File: src/rtl/ex_muldiv_pkg.sv
// Shared encodings and types for the multi-cycle mul/div execute unit.
// Imported by the interface, the top and the divider core.
package ex_muldiv_pkg;

  localparam logic [2:0] OP_MUL    = 3'd0;
  localparam logic [2:0] OP_MULH   = 3'd1;
  localparam logic [2:0] OP_MULHSU = 3'd2;
  localparam logic [2:0] OP_MULHU  = 3'd3;
  localparam logic [2:0] OP_DIV    = 3'd4;
  localparam logic [2:0] OP_DIVU   = 3'd5;
  localparam logic [2:0] OP_REM    = 3'd6;
  localparam logic [2:0] OP_REMU   = 3'd7;

  typedef enum logic [2:0] {
    S_IDLE,
    S_MUL,
    S_DIV,
    S_FIX,
    S_DONE
  } state_e;

  function automatic int mul_iter(int xlen, int mb);
    return xlen / mb;
  endfunction

  localparam int XLEN_DEF     = 32;
  localparam int MUL_BITS_DEF = 2;
  localparam int MUL_ITER     = mul_iter(XLEN_DEF, MUL_BITS_DEF);

endpackage

File: src/rtl/ex_muldiv_if.sv
// Request/response handshake bundle between EX issue and the mul/div unit.
// master = issuing pipeline, slave = ex_muldiv.
interface ex_muldiv_if #(
  parameter int XLEN = 32
);
  logic            flush_in;
  logic            in_valid;
  logic            in_ready;
  logic [2:0]      in_op;
  logic [XLEN-1:0] in_rs1;
  logic [XLEN-1:0] in_rs2;
  logic [4:0]      in_rd;
  logic            out_valid;
  logic            out_ready;
  logic [XLEN-1:0] out_data;
  logic [4:0]      out_rd;

  modport master (
    output flush_in, in_valid, in_op,
    output in_rs1, in_rs2, in_rd, out_ready,
    input  in_ready, out_valid, out_data, out_rd
  );

  modport slave (
    input  flush_in, in_valid, in_op,
    input  in_rs1, in_rs2, in_rd, out_ready,
    output in_ready, out_valid, out_data, out_rd
  );
endinterface

File: src/rtl/ex_muldiv_div_core.sv
// Restoring divider datapath, one quotient bit per enabled step.
// i_start loads the operands and performs the first step in the same edge.
module muldiv_div_core #(
  parameter int XLEN = 32
) (
  input  logic            clk_in,
  input  logic            rst_in,
  input  logic            i_start,
  input  logic            i_step,
  input  logic [XLEN-1:0] i_dvd,
  input  logic [XLEN-1:0] i_dvs,
  output logic [XLEN-1:0] o_quo,
  output logic [XLEN-1:0] o_rem
);
  logic [XLEN-1:0] r_rem;
  logic [XLEN-1:0] r_quo;
  logic [XLEN-1:0] r_dvs;

  logic [XLEN-1:0] w_rem_in;
  logic [XLEN-1:0] w_quo_in;
  logic [XLEN-1:0] w_dvs_in;
  logic [XLEN:0]   w_sh;
  logic [XLEN:0]   w_diff;
  logic            w_ge;

  assign w_rem_in = i_start ? '0 : r_rem;
  assign w_quo_in = i_start ? i_dvd : r_quo;
  assign w_dvs_in = i_start ? i_dvs : r_dvs;

  // partial remainder stays below the divisor, so a borrow out means "less than"
  assign w_sh   = {w_rem_in, w_quo_in[XLEN-1]};
  assign w_diff = w_sh - {1'b0, w_dvs_in};
  assign w_ge   = ~w_diff[XLEN];

  always_ff @(posedge clk_in or negedge rst_in) begin
    if (!rst_in) begin
      r_rem <= '0;
      r_quo <= '0;
      r_dvs <= '0;
    end else if (i_start || i_step) begin
      r_dvs <= w_dvs_in;
      r_rem <= w_ge ? w_diff[XLEN-1:0] : w_sh[XLEN-1:0];
      r_quo <= {w_quo_in[XLEN-2:0], w_ge};
    end
  end

  assign o_quo = r_quo;
  assign o_rem = r_rem;
endmodule

File: src/rtl/ex_muldiv.sv
// Multi-cycle RV32M/RV64M unit: shift-add multiplier, restoring divider,
// special-case early-out and a one-entry mul / one-entry div result cache.
module ex_muldiv
  import ex_muldiv_pkg::*;
#(
  parameter int XLEN     = 32,
  parameter int MUL_BITS = 2
) (
  input logic         clk_in,
  input logic         rst_in,
  ex_muldiv_if.slave  bus
);
  localparam int ITER = mul_iter(XLEN, MUL_BITS);
  localparam int CW   = $clog2(XLEN) + 1;
  localparam logic [XLEN-1:0] MINV = {1'b1, {(XLEN-1){1'b0}}};

  state_e r_state, w_next;

  logic [2:0]        r_op;
  logic [4:0]        r_rd;
  logic [XLEN-1:0]   r_rs1, r_rs2;
  logic [1:0]        r_cls;
  logic [XLEN-1:0]   r_ma;
  logic              r_negp, r_negr;
  logic [2*XLEN-1:0] r_acc;
  logic [CW-1:0]     r_cnt;
  logic [XLEN-1:0]   r_out_data;
  logic [4:0]        r_out_rd;

  logic              r_mv, r_dv, r_d_sgn;
  logic [1:0]        r_m_cls;
  logic [XLEN-1:0]   r_m_rs1, r_m_rs2, r_d_rs1, r_d_rs2;
  logic [XLEN-1:0]   r_d_quo, r_d_rem;
  logic [2*XLEN-1:0] r_m_prod;

  logic w_accept, w_mstep, w_dstep, w_fix, w_dstart;
  logic w_isdiv, w_s1, w_s2, w_n1, w_n2;
  logic w_mhit, w_dhit, w_dz, w_ovf, w_fast;
  logic [1:0]        w_cls;
  logic [XLEN-1:0]   w_m1, w_m2, w_fast_data, w_fix_data;
  logic [XLEN-1:0]   w_dq, w_dr, w_quo, w_rem, w_src_a;
  logic [XLEN-1:0]   w_src_lo, w_src_hi;
  logic [MUL_BITS-1:0] w_dig;
  logic [XLEN+MUL_BITS-1:0] w_pp, w_sum;
  logic [2*XLEN-1:0] w_acc_nx, w_prod;

  assign w_isdiv = bus.in_op[2];
  // plain MUL computes unsigned; its low half matches every class
  assign w_cls = (bus.in_op == OP_MUL) ? 2'd3 : bus.in_op[1:0];
  assign w_s1  = w_isdiv ? ~bus.in_op[0] : (w_cls == 2'd1 || w_cls == 2'd2);
  assign w_s2  = w_isdiv ? ~bus.in_op[0] : (w_cls == 2'd1);
  assign w_n1  = w_s1 & bus.in_rs1[XLEN-1];
  assign w_n2  = w_s2 & bus.in_rs2[XLEN-1];
  assign w_m1  = w_n1 ? -bus.in_rs1 : bus.in_rs1;
  assign w_m2  = w_n2 ? -bus.in_rs2 : bus.in_rs2;

  assign w_mhit = r_mv && bus.in_rs1 == r_m_rs1 && bus.in_rs2 == r_m_rs2
               && (bus.in_op == OP_MUL || r_m_cls == bus.in_op[1:0]);
  assign w_dhit = r_dv && bus.in_rs1 == r_d_rs1 && bus.in_rs2 == r_d_rs2
               && r_d_sgn == ~bus.in_op[0];
  assign w_dz   = w_isdiv && bus.in_rs2 == '0;
  assign w_ovf  = w_isdiv && !bus.in_op[0]
               && bus.in_rs1 == MINV && bus.in_rs2 == '1;
  assign w_fast = (w_isdiv ? w_dhit : w_mhit) || w_dz || w_ovf;

  always_comb begin
    w_fast_data = '0;
    unique case (1'b1)
      (w_isdiv && w_dhit):   w_fast_data = bus.in_op[1] ? r_d_rem : r_d_quo;
      (!w_isdiv):            w_fast_data = (bus.in_op == OP_MUL)
                               ? r_m_prod[XLEN-1:0] : r_m_prod[2*XLEN-1:XLEN];
      (w_isdiv && !w_dhit && w_dz):
                             w_fast_data = bus.in_op[1] ? bus.in_rs1 : '1;
      default:               w_fast_data = bus.in_op[1] ? '0 : bus.in_rs1;
    endcase
  end

  // the accept edge already performs the first multiplier step
  assign w_src_a  = (r_state == S_MUL) ? r_ma : w_m1;
  assign w_src_lo = (r_state == S_MUL) ? r_acc[XLEN-1:0] : w_m2;
  assign w_src_hi = (r_state == S_MUL) ? r_acc[2*XLEN-1:XLEN] : '0;
  assign w_dig    = w_src_lo[MUL_BITS-1:0];
  assign w_pp     = (XLEN+MUL_BITS)'(w_src_a) * (XLEN+MUL_BITS)'(w_dig);
  assign w_sum    = (XLEN+MUL_BITS)'(w_src_hi) + w_pp;
  assign w_acc_nx = {w_sum, w_src_lo[XLEN-1:MUL_BITS]};

  assign w_prod = r_negp ? -r_acc : r_acc;
  assign w_quo  = r_negp ? -w_dq : w_dq;
  assign w_rem  = r_negr ? -w_dr : w_dr;
  assign w_fix_data = r_op[2] ? (r_op[1] ? w_rem : w_quo)
                    : (r_op == OP_MUL) ? w_prod[XLEN-1:0]
                    : w_prod[2*XLEN-1:XLEN];

  muldiv_div_core #(.XLEN(XLEN)) u_div (
    .clk_in  (clk_in),
    .rst_in  (rst_in),
    .i_start (w_dstart),
    .i_step  (w_dstep),
    .i_dvd   (w_m1),
    .i_dvs   (w_m2),
    .o_quo   (w_dq),
    .o_rem   (w_dr)
  );

  always_ff @(posedge clk_in or negedge rst_in) begin
    if (!rst_in) r_state <= S_IDLE;
    else         r_state <= w_next;
  end

  always_comb begin
    w_next = r_state;
    if (bus.flush_in) w_next = S_IDLE;
    else begin
      unique case (r_state)
        S_IDLE, S_DONE: begin
          if (r_state == S_DONE && !bus.out_ready) w_next = S_DONE;
          else if (w_accept)
            w_next = w_fast ? S_DONE : (w_isdiv ? S_DIV : S_MUL);
          else w_next = S_IDLE;
        end
        S_MUL: if (r_cnt == CW'(ITER-1)) w_next = S_FIX;
        S_DIV: if (r_cnt == CW'(XLEN-1)) w_next = S_FIX;
        S_FIX: w_next = S_DONE;
        default: w_next = S_IDLE;
      endcase
    end
  end

  always_comb begin
    bus.in_ready  = (r_state == S_IDLE)
                 || (r_state == S_DONE && bus.out_ready);
    bus.out_valid = (r_state == S_DONE);
    w_accept = bus.in_valid && bus.in_ready && !bus.flush_in;
    w_mstep  = (r_state == S_MUL) && !bus.flush_in;
    w_dstep  = (r_state == S_DIV) && !bus.flush_in;
    w_fix    = (r_state == S_FIX) && !bus.flush_in;
    w_dstart = w_accept && w_isdiv && !w_fast;
  end

  assign bus.out_data = r_out_data;
  assign bus.out_rd   = r_out_rd;

  always_ff @(posedge clk_in or negedge rst_in) begin
    if (!rst_in) begin
      r_op <= '0; r_rd <= '0; r_rs1 <= '0; r_rs2 <= '0;
      r_cls <= '0; r_ma <= '0; r_negp <= 1'b0; r_negr <= 1'b0;
      r_acc <= '0; r_cnt <= '0; r_out_data <= '0; r_out_rd <= '0;
      r_mv <= 1'b0; r_m_cls <= '0; r_m_rs1 <= '0; r_m_rs2 <= '0;
      r_m_prod <= '0; r_dv <= 1'b0; r_d_sgn <= 1'b0;
      r_d_rs1 <= '0; r_d_rs2 <= '0; r_d_quo <= '0; r_d_rem <= '0;
    end else begin
      if (w_accept) begin
        r_op   <= bus.in_op;
        r_rd   <= bus.in_rd;
        r_rs1  <= bus.in_rs1;
        r_rs2  <= bus.in_rs2;
        r_cls  <= w_cls;
        r_ma   <= w_m1;
        r_acc  <= w_acc_nx;
        r_negp <= w_n1 ^ w_n2;
        r_negr <= w_n1;
        r_cnt  <= CW'(1);
        if (w_fast) begin
          r_out_data <= w_fast_data;
          r_out_rd   <= bus.in_rd;
        end
      end
      if (w_mstep) begin
        r_acc <= w_acc_nx;
        r_cnt <= r_cnt + 1'b1;
      end
      if (w_dstep) r_cnt <= r_cnt + 1'b1;
      if (w_fix) begin
        r_out_data <= w_fix_data;
        r_out_rd   <= r_rd;
        if (r_op[2]) begin
          r_dv <= 1'b1; r_d_rs1 <= r_rs1; r_d_rs2 <= r_rs2;
          r_d_sgn <= ~r_op[0]; r_d_quo <= w_quo; r_d_rem <= w_rem;
        end else begin
          r_mv <= 1'b1; r_m_rs1 <= r_rs1; r_m_rs2 <= r_rs2;
          r_m_cls <= r_cls; r_m_prod <= w_prod;
        end
      end
    end
  end
endmodule

File: src/flat_wrapper.sv
// flat-port wrapper written by rule: the top's interface ports become plain ports
module ex_muldiv_flat import ex_muldiv_pkg::*;
#(
  parameter int XLEN     = 32,
  parameter int MUL_BITS = 2
)
  (clk_in, rst_in, bus_flush_in, bus_in_valid, bus_in_op, bus_in_rs1, bus_in_rs2, bus_in_rd, bus_out_ready, bus_in_ready, bus_out_valid, bus_out_data, bus_out_rd);
  ex_muldiv_if #(.XLEN(XLEN)) bus_i ();
  input logic clk_in;
  input logic rst_in;
  input wire logic [$bits(bus_i.flush_in)-1:0] bus_flush_in;
  input wire logic [$bits(bus_i.in_valid)-1:0] bus_in_valid;
  input wire logic [$bits(bus_i.in_op)-1:0] bus_in_op;
  input wire logic [$bits(bus_i.in_rs1)-1:0] bus_in_rs1;
  input wire logic [$bits(bus_i.in_rs2)-1:0] bus_in_rs2;
  input wire logic [$bits(bus_i.in_rd)-1:0] bus_in_rd;
  input wire logic [$bits(bus_i.out_ready)-1:0] bus_out_ready;
  output wire logic [$bits(bus_i.in_ready)-1:0] bus_in_ready;
  output wire logic [$bits(bus_i.out_valid)-1:0] bus_out_valid;
  output wire logic [$bits(bus_i.out_data)-1:0] bus_out_data;
  output wire logic [$bits(bus_i.out_rd)-1:0] bus_out_rd;
  assign bus_i.flush_in = bus_flush_in;
  assign bus_i.in_valid = bus_in_valid;
  assign bus_i.in_op = bus_in_op;
  assign bus_i.in_rs1 = bus_in_rs1;
  assign bus_i.in_rs2 = bus_in_rs2;
  assign bus_i.in_rd = bus_in_rd;
  assign bus_i.out_ready = bus_out_ready;
  assign bus_in_ready = bus_i.in_ready;
  assign bus_out_valid = bus_i.out_valid;
  assign bus_out_data = bus_i.out_data;
  assign bus_out_rd = bus_i.out_rd;
  ex_muldiv #(.XLEN(XLEN), .MUL_BITS(MUL_BITS)) u_core (.clk_in(clk_in), .rst_in(rst_in), .bus(bus_i));
endmodule
File: config.mk
export PLATFORM = sky130hd
export DESIGN_NAME = ex_muldiv_flat
export DESIGN_NICKNAME = d
export VERILOG_FILES = /design/src/rtl/ex_muldiv_pkg.sv /design/src/rtl/ex_muldiv_if.sv /design/src/rtl/ex_muldiv_div_core.sv /design/src/rtl/ex_muldiv.sv /design/src/flat_wrapper.sv
export SDC_FILE = /design/constraint.sdc
export NUM_CORES = 2
export LEC_CHECK = 0
export ABC_CLOCK_PERIOD_IN_PS = 6350
export CAP_MARGIN = 15
export CORE_MARGIN = 2
export CORE_UTILIZATION = 55
export DETAILED_ROUTE_END_ITERATION = 8
export PLACE_DENSITY = 0.73
export SLEW_MARGIN = 20
export SYNTH_ARGS = -nofsm -noshare
export SYNTH_HDL_FRONTEND = slang
export SYNTH_SLANG_ARGS = --single-unit
File: constraint.sdc
create_clock -name clk_in -period 6.35 [get_ports clk_in]
set_input_delay 1.27 -clock clk_in [delete_from_list [all_inputs] [get_ports clk_in]]
set_output_delay 1.27 -clock clk_in [all_outputs]
set_load 0.02 [all_outputs]
==> summary.md <==
| Metric | Value |
|---|---|
| Status | finished clean |
| NetSw | 9.94 mW |
| Top cell type's share of synthesized area | 40.8% |
| Pleak | 21.0 nW |
| Wire per inst | 23.2 um |
| Max Cap Viol | 0 |
| Post-synth top flop | dfrtp_1 |
| Inserted Clock Buffers | 67 |
| Vias | 34200 |
| CTS tree | yes |
| CP arrival | 6800 ps |
| Final slew viol count | 0 |
| Post-Syn Instances | 4297 |
| Number of DRC markers in iteration 0 | 4639 |
| Worst Skew | 31.2 ps |
| Clk pwr share | 18.1% |
| Htree depth | 3 |
| Comb pwr share | 53.1% |
| Post-layout minimum cycle time | 6300 ps |
| Layout area overhead | 24.3% |
| Compound-cell area share of the yosys netlist | 15.1% |
| Vias in the first global route | 32700 |
| Largest cells by area after synthesis | dfrtp_1, nand2_1, o21ai_0, xor2_1, xnor2_1 |
| Final TNS setup | 0 ps |
| Maximum VDD drop | 281 uV |
| Share of cells above drive strength 1 | 17.3% |
| Congestion Overflow GR | 0 |
| Largest family of logic cells by synthesized area | simple AND/OR/NAND/NOR gates |
| Clk pin slew, worst setup/hold paths | 60 ps |
| Syn Nets | 4479 |
| Worst-Margin Slew | 1140 ps |
| Die height | 257 um |
| Register bit total from synthesis | 574 |
| Crit Path Max Fanout | 8 |
| # setup viols final | 0 |
| Synth Area in Simple Gates | 22.7% |
| Yosys warning count | 0 |
| Worst setup slack after layout | 49.2 ps |
| I/O pin count | 116 |
| Drt drc | 0 |
| Fill cells | 5001 |
| Placement Setup Slack | -844 ps |
| Area of placed instances | 40800 um^2 |
| Detailed Place HPWL | 96300 um |
| Area of the multi-input gates | 19700 um^2 |
| Crit start category | input port |
| FMAX | 159 MHz |
| Synthesized area per cell | 8.19 um^2 |
| Initial Util | 55.7% |
| Clock Tree Buf Depth | 3 |
| Die W | 257 um |
| CORE AREA | 63200 um^2 |
| Global-route wire length before repair | 199000 um |
| Adder-cell share of the synthesized area | 4.44% |
| Vias/cell | 6.04 |
| Library cells used by synthesis | 79 |
| Register Area | 14400 um^2 |
| Top Registers | u_core.r_acc: 64 flops, u_core.r_m_prod: 64 flops |
| Routed WL | 131000 um |
| Cell area after layout | 43700 um^2 |
| Hold Buf Count CTS | 0 |
| Post-Synth XOR/XNOR Area | 8.44% |
| Cell taking the most area after synthesis | dfrtp_1 |
| Post-route ant nets | 0 |
| Kind of critical path | in2reg |
| First-pass iteration count of the detailed router | 8 |
| Critical Path End Type | register |
| Final Net Count | 4940 |
| Sw Ratio | 43.7% |
| Gr usage total | 39.6% |
| Tcrit/Tclk final | 99.2% |
| Post-synth ARST share | 100% |
| Rel. slew slack | 23.8% |
| Die ar. | 66000 um^2 |
| Flop pwr share | 28.8% |
| Core Rows | 92 |
| Pwr per Cell Area | 520 nW/um^2 |
| Initial antenna violation count | 5 |
| Register area share after synthesis | 40.8% |
| Number of I/O port buffers | 115 |
| RePlAce Congestion | 1.02 |
| Worst path required time | 6850 ps |
| Final Hold Vio Count | 0 |
| Internal power | 12.8 mW |
| Mux cell area share after synthesis | 3.76% |
| Worst-Skew Late Latency | 630 ps |
| CTS Sinks | 574 |
| Min-Delay Path Class | reg2reg |
| Root buf cell | clkbuf_16 |
| Largest net degree at the start of global routing | 127 |
| Number of synthesized flops with an enable pin | 0 |
| Synthesized cell area | 35200 um^2 |
## layout by cell type, fill, tap and decap left out, types with 95 or more instances in the layout
master and count:
a21oi_1 205, buf_4 531, clkdlybuf4s50_1 95, dfrtp_1 573, inv_1 155, nand2_1 1161
nor2_1 222, o21ai_0 313, xnor2_1 161, xor2_1 172
## critical path, cell delays in order
cell	delay [ps]
clkdlybuf4s50_1	620
buf_4	200
nand4_1	90
nor3_1	320
nand4_1	280
o32a_1	470
o31ai_4	100
nor2_4	90
buf_12	150
mux2_4	310
inv_2	70
ha_4	200
a21o_1	170
a21o_1	160
a21oi_2	210
nor3_2	80
o21ai_1	180
a21oi_2	80
a211oi_2	220
a211o_1	220
a21boi_2	90
or3_4	410
nand3_4	210
nor2_4	80
buf_12	160
a22o_1	170
a21o_1	140
## final timing paths
path | cells past startpoint | endpoint | slack (ps) | start
min reg2reg | 1 | u_core.r_dv$_DFFE_PN0P_ | 470 | u_core.r_dv$_DFFE_PN0P_
min | 1 | u_core.r_dv$_DFFE_PN0P_ | 470 | u_core.r_dv$_DFFE_PN0P_
max | 27 | u_core.u_div.o_rem[27]$_DFFE_PN0P_ | 50 | bus_in_rs2[28]
max reg2reg | 26 | u_core.u_div.o_rem[27]$_DFFE_PN0P_ | 660 | u_core.r_m_rs2[5]$_DFFE_PN0P_
max in group asynchronous | 2 | u_core.r_acc[9]$_DFFE_PN0P_ | 4370 | rst_in
min in group asynchronous | 1 | u_core.r_rs1[6]$_DFFE_PN0P_ | 680 | rst_in
## metal layers
metal / vias to the layer above / part of all wire, % / global-route usage, % / wire length (um)
li1: 15400 / - / - / -
met1: 16500 / 40 / 53.8 / 51900
met2: 1924 / 43 / 59.0 / 56400
met3: 372 / 11 / 9.26 / 14700
met4: 2 / 6.3 / 21.1 / 8220
met5: - / 0.0099 / 0 / 13
## stage by stage
stage          power, mW  utilization, %  std cells  hold slack [ps]
6_report            22.7            69.2       5656              470
5_1_grt             24.2            69.2       5656              494
4_1_cts             22.3            68.6       5641              470
3_5_place_dp        18.0            64.6       5513              453
3_3_place_gp        17.7            64.6       5513              450
2_1_floorplan       13.1               -       4297              435
## cell usage after synthesis, types with 27 or more instances
cell,instances
o21ai_0,329
inv_1,157
dfrtp_1,574
mux2_2,42
xnor2_1,164
o211ai_1,27
nor3_1,48
and2_1,38
or3_1,37
nand2_1,1166
nand3_1,38
nand4_1,37
a211oi_1,30
and3_1,44
fa_1,33
a21oi_1,213
clkbuf_1,254
ha_1,72
a22oi_1,29
a31oi_1,37
xor2_1,175
nor2_1,230
a21o_1,27
nor2b_1,43
nand2b_1,32
nor4_1,42
mux2i_1,85
o31ai_1,57
## logic make-up after synthesis
family / Yosys count
compound gates: 881
xor+xnor: 339
fa+ha+maj: 105
buf+inv: 438
flops: 574
mux: 127
simple gates: 1833
## power groups by stage
stage / Combinational [mW] / Sequential, mW / Clock, mW
floorplan: 7.03 / 6.11 / 0
global placement: 11.3 / 6.45 / 0
detailed placement: 11.5 / 6.49 / 0
CTS: 11.7 / 6.46 / 4.14
global route: 13.2 / 6.68 / 4.28
finish: 12.1 / 6.54 / 4.12
## cell type report
cell class | count | area share, %
clock inverter | 25 | 0.750
antenna | 1 | 0.00572
clock buffer | 95 | 4.61
timing repair buffer | 672 | 12.8
sequential | 574 | 32.9
multi-input combinational | 3285 | 45.2
tap | 846 | 2.42
inverter | 158 | 1.36
## repair_timing
action | CTS | global route
gates cloned | 0 | 1
setup endpoints to repair | 42 | 45
pin swaps | 15 | 40
resized for setup | 29 | 69
setup buffers | 9 | 13
(Power assumes the default switching activity.)
